## config.mk

```make
export PLATFORM = sky130hd
export DESIGN_NAME = mux_rr_arbiter_flat
export DESIGN_NICKNAME = d
export VERILOG_FILES = /design/src/rtl/mux_rr_arbiter_pkg.sv /design/src/rtl/mux_rr_arbiter_if.sv /design/src/rtl/mux_rr_arbiter_rr_pick.sv /design/src/rtl/mux_rr_arbiter.sv /design/src/flat_wrapper.sv
export SDC_FILE = /design/constraint.sdc
export NUM_CORES = 1
export LEC_CHECK = 0
export BUFFER_PORTS_ARGS = -buffer_cell sky130_fd_sc_hd__buf_2
export CAP_MARGIN = 20
export CORE_ASPECT_RATIO = 1.4
export CORE_MARGIN = 10
export CORE_UTILIZATION = 45
export DETAILED_ROUTE_END_ITERATION = 6
export MAX_ROUTING_LAYER = met4
export PLACE_DENSITY = 0.77
export SYNTH_ARGS = -nofsm -noshare
export SYNTH_HDL_FRONTEND = slang
export SYNTH_SLANG_ARGS = --single-unit
```

## constraint.sdc

```tcl
create_clock -name clk -period 4.8 [get_ports clk]
set_input_delay 0.48 -clock clk [delete_from_list [all_inputs] [get_ports clk]]
set_output_delay 0.48 -clock clk [all_outputs]
set_load 0.01 [all_outputs]
```

## src/rtl/mux_rr_arbiter_pkg.sv

```systemverilog
// Shared definitions for the round-robin mux arbiter: FSM state encodings
// and the width helper used to size select, pointer and burst counters.
package mux_arb_pkg;

    localparam logic [0:0] ST_IDLE  = 1'b0;
    localparam logic [0:0] ST_GRANT = 1'b1;

    // Bits needed to hold values 0..n-1, never less than one bit so that
    // a 2-way arbiter still gets a real select line.
    function automatic int clog2(input int n);
        int r;
        r = 1;
        for (int i = 1; i < 31; i++) begin
            if ((1 << i) < n) begin
                r = i + 1;
            end
        end
        return r;
    endfunction

endpackage

```

## src/rtl/mux_rr_arbiter_if.sv

```systemverilog
// Bus bundle between the producers and the shared output path. The arbiter
// takes the slave side; whoever drives requests and data takes the master.
interface mux_rr_arbiter_if
    import mux_arb_pkg::*;
#(
    parameter int N = 4,
    parameter int W = 8
);
    localparam int SW = clog2(N);

    logic [N-1:0]   req;
    logic [N*W-1:0] data_in;
    logic [N-1:0]   grant;
    logic [SW-1:0]  sel;
    logic [W-1:0]   data_out;
    logic           valid_out;

    modport slave (
        input  req,
        input  data_in,
        output grant,
        output sel,
        output data_out,
        output valid_out
    );

    modport master (
        output req,
        output data_in,
        input  grant,
        input  sel,
        input  data_out,
        input  valid_out
    );

endinterface

```

## src/rtl/mux_rr_arbiter_rr_pick.sv

```systemverilog
// Combinational rotating-priority picker: returns the first set request
// found when searching upward from base, wrapping around modulo N.
module rr_pick #(
    parameter int N  = 4,
    parameter int SW = 2
) (
    input  logic [N-1:0]  req,
    input  logic [SW-1:0] base,
    output logic          found,
    output logic [SW-1:0] idx
);

    logic [SW:0] cand;

    // Walk the candidates from farthest to nearest so the nearest hit wins.
    always_comb begin
        found = 1'b0;
        idx   = '0;
        cand  = '0;
        for (int k = N - 1; k >= 0; k--) begin
            cand = {1'b0, base} + (SW + 1)'(k);
            if (cand >= (SW + 1)'(N)) begin
                cand = cand - (SW + 1)'(N);
            end
            if (req[cand[SW-1:0]]) begin
                found = 1'b1;
                idx   = cand[SW-1:0];
            end
        end
    end

endmodule

```

## src/rtl/mux_rr_arbiter.sv

```systemverilog
// Round-robin arbiter driving the select of a shared N:1 word mux, with
// bounded burst length per owner and a registered output word + valid.
module mux_rr_arbiter
    import mux_arb_pkg::*;
#(
    parameter int N         = 4,
    parameter int W         = 8,
    parameter int MAX_BURST = 8
) (
    input  logic              clk,
    input  logic              rst_n,
    mux_rr_arbiter_if.slave   bus
);

    localparam int SW = clog2(N);
    localparam int BW = clog2(MAX_BURST + 1);

    logic [0:0]    state;
    logic [SW-1:0] ptr;
    logic [BW-1:0] burst_cnt;

    logic          owner_req;
    logic          beat;
    logic          last_beat;
    logic          rearb;
    logic          found;
    logic [SW-1:0] pick_idx;

    // The owner is released either by dropping its request or by spending
    // its last allowed beat; in both cases a successor is picked this cycle
    // so ownership hands over without a dead cycle. Starting the search at
    // ptr (one past the owner) puts the current owner last in line.
    assign owner_req = bus.req[bus.sel];
    assign beat      = (state == ST_GRANT) && owner_req;
    assign last_beat = beat && (burst_cnt == BW'(MAX_BURST - 1));
    assign rearb     = (state == ST_IDLE) || (state == ST_GRANT && (!owner_req || last_beat));

    rr_pick #(
        .N  (N),
        .SW (SW)
    ) u_pick (
        .req   (bus.req),
        .base  (ptr),
        .found (found),
        .idx   (pick_idx)
    );

    // Ownership FSM: grant/sel are registered so the mux select only moves on clock edges.
    always_ff @(posedge clk or negedge rst_n) begin
        if (!rst_n) begin
            state     <= ST_IDLE;
            ptr       <= '0;
            burst_cnt <= '0;
            bus.grant <= '0;
            bus.sel   <= '0;
        end else if (rearb) begin
            burst_cnt <= '0;
            if (found) begin
                state     <= ST_GRANT;
                bus.sel   <= pick_idx;
                bus.grant <= {{(N-1){1'b0}}, 1'b1} << pick_idx;
                ptr       <= (pick_idx == SW'(N - 1)) ? '0 : pick_idx + SW'(1);
            end else begin
                state     <= ST_IDLE;
                bus.grant <= '0;
            end
        end else if (beat) begin
            burst_cnt <= burst_cnt + BW'(1);
        end
    end

    // Output register: capture the owner's word on a beat, otherwise hold it and drop valid.
    always_ff @(posedge clk or negedge rst_n) begin
        if (!rst_n) begin
            bus.data_out  <= '0;
            bus.valid_out <= 1'b0;
        end else begin
            bus.valid_out <= beat;
            if (beat) begin
                bus.data_out <= bus.data_in[bus.sel*W +: W];
            end
        end
    end

endmodule

```

## src/flat_wrapper.sv

```systemverilog
// flat-port wrapper written by rule: the top's interface ports become plain ports
module mux_rr_arbiter_flat import mux_arb_pkg::*;
#(
    parameter int N         = 4,
    parameter int W         = 8,
    parameter int MAX_BURST = 8
)
  (clk, rst_n, bus_req, bus_data_in, bus_grant, bus_sel, bus_data_out, bus_valid_out);
  mux_rr_arbiter_if #(.N(N), .W(W)) bus_i ();
  input  logic clk;
  input  logic rst_n;
  input wire logic [$bits(bus_i.req)-1:0] bus_req;
  input wire logic [$bits(bus_i.data_in)-1:0] bus_data_in;
  output wire logic [$bits(bus_i.grant)-1:0] bus_grant;
  output wire logic [$bits(bus_i.sel)-1:0] bus_sel;
  output wire logic [$bits(bus_i.data_out)-1:0] bus_data_out;
  output wire logic [$bits(bus_i.valid_out)-1:0] bus_valid_out;
  assign bus_i.req = bus_req;
  assign bus_i.data_in = bus_data_in;
  assign bus_grant = bus_i.grant;
  assign bus_sel = bus_i.sel;
  assign bus_data_out = bus_i.data_out;
  assign bus_valid_out = bus_i.valid_out;
  mux_rr_arbiter #(.N(N), .W(W), .MAX_BURST(MAX_BURST)) u_core (.clk(clk), .rst_n(rst_n), .bus(bus_i));
endmodule
```

==> flow_metrics.env, run 1 <==
export IMPL_status="complete, no violations"
export IMPL_path_class="register to register"
export IMPL_skew_ps=6.32
export IMPL_cts_buffers=3
export IMPL_end_kind="register"
export IMPL_cts_sinks=22
export IMPL_p_int_mw=0.578
export IMPL_clockPowerShare_pct=15.9
export IMPL_synth_area_leaders="dfrtp_1, mux4_2, mux2_2"
export IMPL_p_leak_nw=0.714
export IMPL_yosys_area_top_type="dfrtp_1"
export IMPL_first_pass_iters=4
export IMPL_reg2reg_slack_ps=2550
export IMPL_setup_tns_ps=0
export IMPL_fin_crit_sh_pct=46.8
export IMPL_track_usage_pct=12.7
export IMPL_reg2reg_from="u_core.bus.sel[0]$_DFFE_PN0P_"
export IMPL_insertion_delay_ps=310
export IMPL_io_pins=53
export IMPL_netSwitchingPower_mw=0.321
export IMPL_ant_nets=0
export IMPL_max_vdd_ir_drop_v=0.000328
export IMPL_p_seq_share_pct=38.5
export IMPL_die_area_um2=5040
export IMPL_final_util_pct=61.0
export IMPL_worst_r2r_path_depth=5
export IMPL_final_nets=177
export IMPL_drt_total_wl_um=3080
export IMPL_grt_start_max_net_pins=23
export IMPL_cts_hold_buf=0
export IMPL_ys_flop_type="dfrtp_1"
export IMPL_synth_enable_flop_cells=0
export IMPL_drc=0
export IMPL_post_synth_num_cell_types=31
export IMPL_syn_nets=123
export IMPL_finalMaxSlewViolations=0
export IMPL_grt_pass1_wl_um=5060
export IMPL_syn_to_final_growth_pct=28.6
export IMPL_initial_core_util_pct=47.5
export IMPL_worstReg2RegEnd="u_core.ptr[1]$_DFFE_PN0P_"
export IMPL_rsz0062_at_grt="no"
export IMPL_async_flop_share_pct=100
export IMPL_slew_headroom_pct=61.2
export IMPL_pwr_share_comb_pct=45.6
export IMPL_syn_area_per_cell_um2=13.8
export IMPL_die_w_um=62.9
export IMPL_die_h_um=80.1
export IMPL_row_count=21
export IMPL_critPathArrivalTime_ps=2460
export IMPL_fin_crit_ps=2250
export IMPL_overflow=0
export IMPL_drt_iter0_markers=24
export IMPL_htree_levels=1
export IMPL_postCtsSetupBuffers=0
export IMPL_numPlacedInstances=167
export IMPL_stdcell_count=171
export IMPL_antenna_found_initial=0
export IMPL_ys_seq_elements=22
export IMPL_synth_warnings=0
export IMPL_switching_share_pct=35.7
export IMPL_final_fill_count=209
export IMPL_power_density_nw_per_um2=603
export IMPL_layout_drive_gt1_share_pct=55.5
export IMPL_vias=912
export IMPL_dp_hpwl_um=2460
export IMPL_syn_area_um2=1160
export IMPL_hold_viol=0
export IMPL_grt_pass1_vias=1035
export IMPL_ctsResizeCount=0
export IMPL_synthDominantCellAreaShare_pct=47.5
export IMPL_fmax_ghz=0.445
export IMPL_vias_per_cell=5.33
export IMPL_finalSetupViolations=0
export IMPL_syn_inst=84
export IMPL_cap_violations=0
export IMPL_crit_path_max_fanout=12
export IMPL_startpoint_type="register"
export IMPL_cts_tree="done"
export IMPL_antenna_cells=0
export IMPL_worstPathRequired_ps=5010
export IMPL_routabilityCongestion=0.717
export IMPL_min_path_type="input pin to async pin"
export IMPL_wl_per_cell_um=18.0
export IMPL_clkTransAtPathRegs_ps=130
export IMPL_clock_path_buffers=2
export IMPL_yosysSeqAreaShare_pct=47.5
export IMPL_core_area_um2=2440
export IMPL_clock_root_buffer="clkbuf_4"
export IMPL_worstMarginPinSlew_ps=581
export IMPL_io_buffers=52
==> worst max-delay path by stage <==
stage | start | to | slack, ps
after detailed placement | u_core.bus.sel[0]$_DFFE_PN0P_ | u_core.ptr[1]$_DFFE_PN0P_ | 2530
after global placement | u_core.bus.sel[0]$_DFFE_PN0P_ | u_core.ptr[1]$_DFFE_PN0P_ | 2620
after floorplan | u_core.bus.sel[0]$_DFFE_PN0P_ | u_core.bus.data_out[0]$_DFFE_PN0P_ | 3010
after global routing | u_core.bus.sel[0]$_DFFE_PN0P_ | u_core.bus.sel[1]$_DFFE_PN0P_ | 2410
final | u_core.bus.sel[0]$_DFFE_PN0P_ | u_core.ptr[1]$_DFFE_PN0P_ | 2550
after CTS | u_core.bus.sel[0]$_DFFE_PN0P_ | u_core.ptr[1]$_DFFE_PN0P_ | 2530
==> cell usage in the layout, fill, tap and decap left out, types with 2 or more instances in the layout <==
| master | instances |
|---|---|
| a21oi_1 | 3 |
| a22o_1 | 2 |
| buf_2 | 52 |
| clkbuf_4 | 3 |
| dfrtp_1 | 22 |
| inv_1 | 4 |
| mux2_2 | 8 |
| mux4_1 | 3 |
| mux4_2 | 6 |
| nand2_1 | 5 |
| nand2_2 | 2 |
| nand3_1 | 2 |
| nor2_1 | 3 |
| o21ai_0 | 3 |
| xnor2_1 | 3 |
==> metrics by stage <==
stage	hold WS, ps	worst slack [ps]	power [mW]	area [um2]
floorplan	184	3010	0.641	1160
global placement	449	2620	0.742	1440
detailed placement	459	2530	0.767	1440
CTS	118	2530	0.909	1490
global route	127	2410	0.965	1490
finish	106	2550	0.899	1490
==> cell type report <==
| type | instances | area [um2] | area share [%] |
|---|---|---|---|
| Clock inverter | 1 | 30.0 | 2.01 |
| Sequential cell | 22 | 551 | 36.9 |
| Timing Repair Buffer | 52 | 260 | 17.4 |
| Clock buffer | 3 | 22.5 | 1.51 |
| Inverter | 4 | 15.0 | 1.01 |
| Tap cell | 34 | 42.5 | 2.85 |
| Multi-Input combinational cell | 55 | 571 | 38.3 |
==> cell usage after synthesis (2+ instances only) <==
| master | n |
|---|---|
| o21ai_0 | 3 |
| mux4_1 | 3 |
| nand3_1 | 2 |
| mux2_2 | 8 |
| nand2_2 | 2 |
| a22o_1 | 2 |
| nor2_1 | 3 |
| nand2_1 | 5 |
| xnor2_1 | 3 |
| mux4_2 | 6 |
| inv_1 | 4 |
| dfrtp_1 | 22 |
| a21oi_1 | 3 |
==> power groups by stage <==
| stage | logic [mW] | registers [mW] | clock network [mW] |
|---|---|---|---|
| after CTS | 0.417 | 0.347 | 0.145 |
| after floorplan | 0.301 | 0.340 | 0 |
| after global routing | 0.454 | 0.360 | 0.151 |
| final | 0.410 | 0.346 | 0.143 |
| after detailed placement | 0.415 | 0.352 | 0 |
| after global placement | 0.400 | 0.343 | 0 |
==> worst max-delay path, cell delays in order (launching register included) <==
cell     delay (ps)
dfrtp_1         730
mux4_2          590
nand2_2         260
a31o_4          190
nand2_2          80
mux2_4          290
==> state kept, by name, summed over array words and instances, names as in the netlist <==
name                  flops
u_core.burst_cnt          4
u_core.bus.data_out       8
u_core.bus.grant          4
u_core.bus.sel            2
u_core.bus.valid_out      1
u_core.ptr                2
u_core.state              1
==> layer usage <==
| metal | wire length, um | vias to the layer above | share of wire, % | global-route usage (%) |
|---|---|---|---|---|
| met2 | 1540 | 50 | 50 | 22.1 |
| li1 | - | 424 | - | - |
| met5 | 0 | - | 0 | - |
| met3 | 254 | 4 | 8.3 | 3.89 |
| met1 | 1260 | 434 | 41 | 13.3 |
| met4 | 22 | 0 | 0.71 | 4.71 |
==> logic make-up (layout without fill, tap and decap cells) <==
family	count (synthesis)	in the layout	share of synthesized area (%)
compound gates	15	15	10.2
xor+xnor	3	3	2.27
fa+ha+maj	1	1	1.08
buf+inv	7	60	3.34
flops	22	22	47.5
mux	19	19	28.4
simple gates	17	17	7.23
Power figures use the tool's default switching activity.
==> run 2: changes to the inputs <==
--- a/config.mk
+++ b/config.mk
@@ -9,10 +9,10 @@
 export CAP_MARGIN = 20
 export CORE_ASPECT_RATIO = 1.4
 export CORE_MARGIN = 10
-export CORE_UTILIZATION = 45
+export CORE_UTILIZATION = 41
 export DETAILED_ROUTE_END_ITERATION = 6
 export MAX_ROUTING_LAYER = met4
-export PLACE_DENSITY = 0.77
+export PLACE_DENSITY = 0.74
 export SYNTH_ARGS = -nofsm -noshare
 export SYNTH_HDL_FRONTEND = slang
 export SYNTH_SLANG_ARGS = --single-unit
==> constraint.sdc (replaced) <==
create_clock -name clk -period 1.84 [get_ports clk]
set_input_delay 0.184 -clock clk [delete_from_list [all_inputs] [get_ports clk]]
set_output_delay 0.184 -clock clk [all_outputs]
set_load 0.01 [all_outputs]
==> flow_metrics.env, run 2 (synthesis results as in run 1) <==
export IMPL_routabilityCongestion=0.774
export IMPL_worstMarginPinSlew_ps=476
export IMPL_vias_per_cell=5.12
export IMPL_grt_start_max_net_pins=23
export IMPL_reg2reg_slack_ps=190
export IMPL_critPathArrivalTime_ps=1860
export IMPL_initial_core_util_pct=43.4
export IMPL_end_kind="register"
export IMPL_drt_iter0_markers=20
export IMPL_max_vdd_ir_drop_v=0.000867
export IMPL_vias=917
export IMPL_grt_pass1_wl_um=4690
export IMPL_dp_worst_setup_slack_ps=196
export IMPL_wl_per_cell_um=15.8
export IMPL_worstPathRequired_ps=2040
export IMPL_largest_register_ffs=8
export IMPL_setup_tns_ps=0
export IMPL_insertion_delay_ps=300
export IMPL_power_density_nw_per_um2=1560
export IMPL_dpl_cell_area_um2=1480
export IMPL_hold_path_end="u_core.state$_DFFE_PN0P_"
export IMPL_cap_violations=0
export IMPL_first_pass_iters=4
export IMPL_syn_to_final_growth_pct=32.9
export IMPL_row_count=22
export IMPL_grt_pass1_vias=999
export IMPL_drc=0
export IMPL_critical_path_slowest_cell="dfrtp_1"
export IMPL_overflow=0
export IMPL_crit_path_max_fanout=10
export IMPL_worstReg2RegEnd="u_core.bus.grant[0]$_DFFE_PN0P_"
export IMPL_clock_root_buffer="clkbuf_4"
export IMPL_min_path_type="input pin to register"
export IMPL_worstPathCellList="mux4_2, nand2_2, a31oi_2, nor3_1, a22o_1"
export IMPL_largest_register="u_core.bus.data_out"
export IMPL_reg_top3="u_core.bus.data_out: 8 flops, u_core.burst_cnt: 4 flops, u_core.bus.grant: 4 flops"
export IMPL_path_class="register to register"
export IMPL_antenna_cells=0
export IMPL_skew_ps=0.505
export IMPL_ant_nets=0
export IMPL_dp_hpwl_um=2370
export IMPL_final_cell_area_um2=1540
export IMPL_antenna_found_initial=0
export IMPL_layout_drive_gt1_share_pct=56.6
export IMPL_whs_path_depth=3
export IMPL_io_pins=53
export IMPL_status="complete, no violations"
export IMPL_io_buffers=52
export IMPL_cts_sinks=22
export IMPL_hold_viol=0
export IMPL_setup_ws_ps=186
export IMPL_min_delay_start="bus_req[3]"
export IMPL_final_nets=183
export IMPL_clock_path_buffers=2
export IMPL_drt_total_wl_um=2830
export IMPL_clkTransAtPathRegs_ps=120
export IMPL_slowest_delay_ps=410
export IMPL_final_cell_mix="buf_2, dfrtp_1, mux2_2"
export IMPL_p_leak_nw=0.743
export IMPL_reg2reg_from="u_core.bus.sel[0]$_DFFE_PN0P_"
export IMPL_die_area_um2=5390
export IMPL_finalMaxSlewViolations=0
export IMPL_mostFrequentLayoutCell="buf_2"
export IMPL_cts_buffers=3
export IMPL_track_usage_pct=10.9
export IMPL_slew_headroom_pct=68.3
export IMPL_cts_tree="done"
export IMPL_finalSetupViolations=0
export IMPL_worst_r2r_path_depth=5
export IMPL_die_h_um=82.9
export IMPL_core_area_um2=2670
export IMPL_die_w_um=65.0
export IMPL_postCtsSetupBuffers=0
export IMPL_fmax_ghz=0.604
export IMPL_startpoint_type="register"
export IMPL_rsz0062_at_grt="no"
export IMPL_htree_levels=1
export IMPL_fin_crit_sh_pct=89.9
export IMPL_fin_crit_ps=1650
==> run 2: cell count changes in the layout (fill, tap and decap cells not counted), sizes merged <==
cell         previous run  this run
dlygate4sd3             0         1
buf                    52        57
==> run 2: worst max-delay path by stage <==
stage	from	to	cells past startpoint	slack, ps
after floorplan	u_core.bus.sel[0]$_DFFE_PN0P_	u_core.bus.data_out[0]$_DFFE_PN0P_	5	50
after global placement	u_core.bus.sel[0]$_DFFE_PN0P_	u_core.ptr[1]$_DFFE_PN0P_	5	230
after detailed placement	u_core.bus.sel[0]$_DFFE_PN0P_	u_core.ptr[1]$_DFFE_PN0P_	5	200
after CTS	u_core.bus.sel[0]$_DFFE_PN0P_	u_core.ptr[1]$_DFFE_PN0P_	5	180
after global routing	u_core.bus.sel[0]$_DFFE_PN0P_	u_core.bus.grant[0]$_DFFE_PN0P_	5	110
final	u_core.bus.sel[0]$_DFFE_PN0P_	u_core.bus.grant[0]$_DFFE_PN0P_	5	190
==> run 2: per-layer routing <==
layer | GRT usage, % | up-vias | share of wire (%)
met5 | - | - | 0
met4 | 4.09 | 0 | 1.4
met3 | 3.23 | 4 | 6.4
met2 | 18.0 | 34 | 54
met1 | 12.0 | 442 | 39
li1 | - | 437 | -
==> run 2: report_power, final <==
| group | switching [mW] | total, mW | internal [mW] | leakage (nW) |
|---|---|---|---|---|
| sequential | 0.127 | 0.818 | 0.691 | 0.267 |
| combinational | 0.558 | 1.22 | 0.662 | 0.448 |
| clock | 0.141 | 0.361 | 0.220 | 0.0279 |
| total | 0.825 | 2.40 | 1.57 | 0.743 |
==> run 2: layout make-up <==
cell class,count,area (um2)
inverters,4,15.0
well taps,36,45.0
repair buffers,58,308
fillers,233,1130
flip-flops and latches,22,551
multi-input cells,55,571
clock buffers,3,22.5
clock inverters,1,30.0
==> run 2: timing repair <==
action / CTS / global route
gates resized for setup: 0 / 0
hold buffers: 1 / 0
hold endpoints to repair: 22 / 0
==> run 2: metrics by stage <==
stage / utilization (%) / power, mW / hold WS (ps) / std cells
after floorplan: - / 1.67 / -112 / 84
after global placement: 55.4 / 2.02 / 167 / 174
after detailed placement: 55.4 / 2.07 / 175 / 174
after CTS: 57.7 / 2.44 / 168 / 179
after global routing: 57.7 / 2.58 / 176 / 179
final: 57.7 / 2.40 / 188 / 179
==> run 2: worst max-delay path, delay by kind of cell (launching register included) <==
family	cells	cell delay [ps]
compound gates	2	610
flops	1	410
mux	1	340
simple gates	2	180
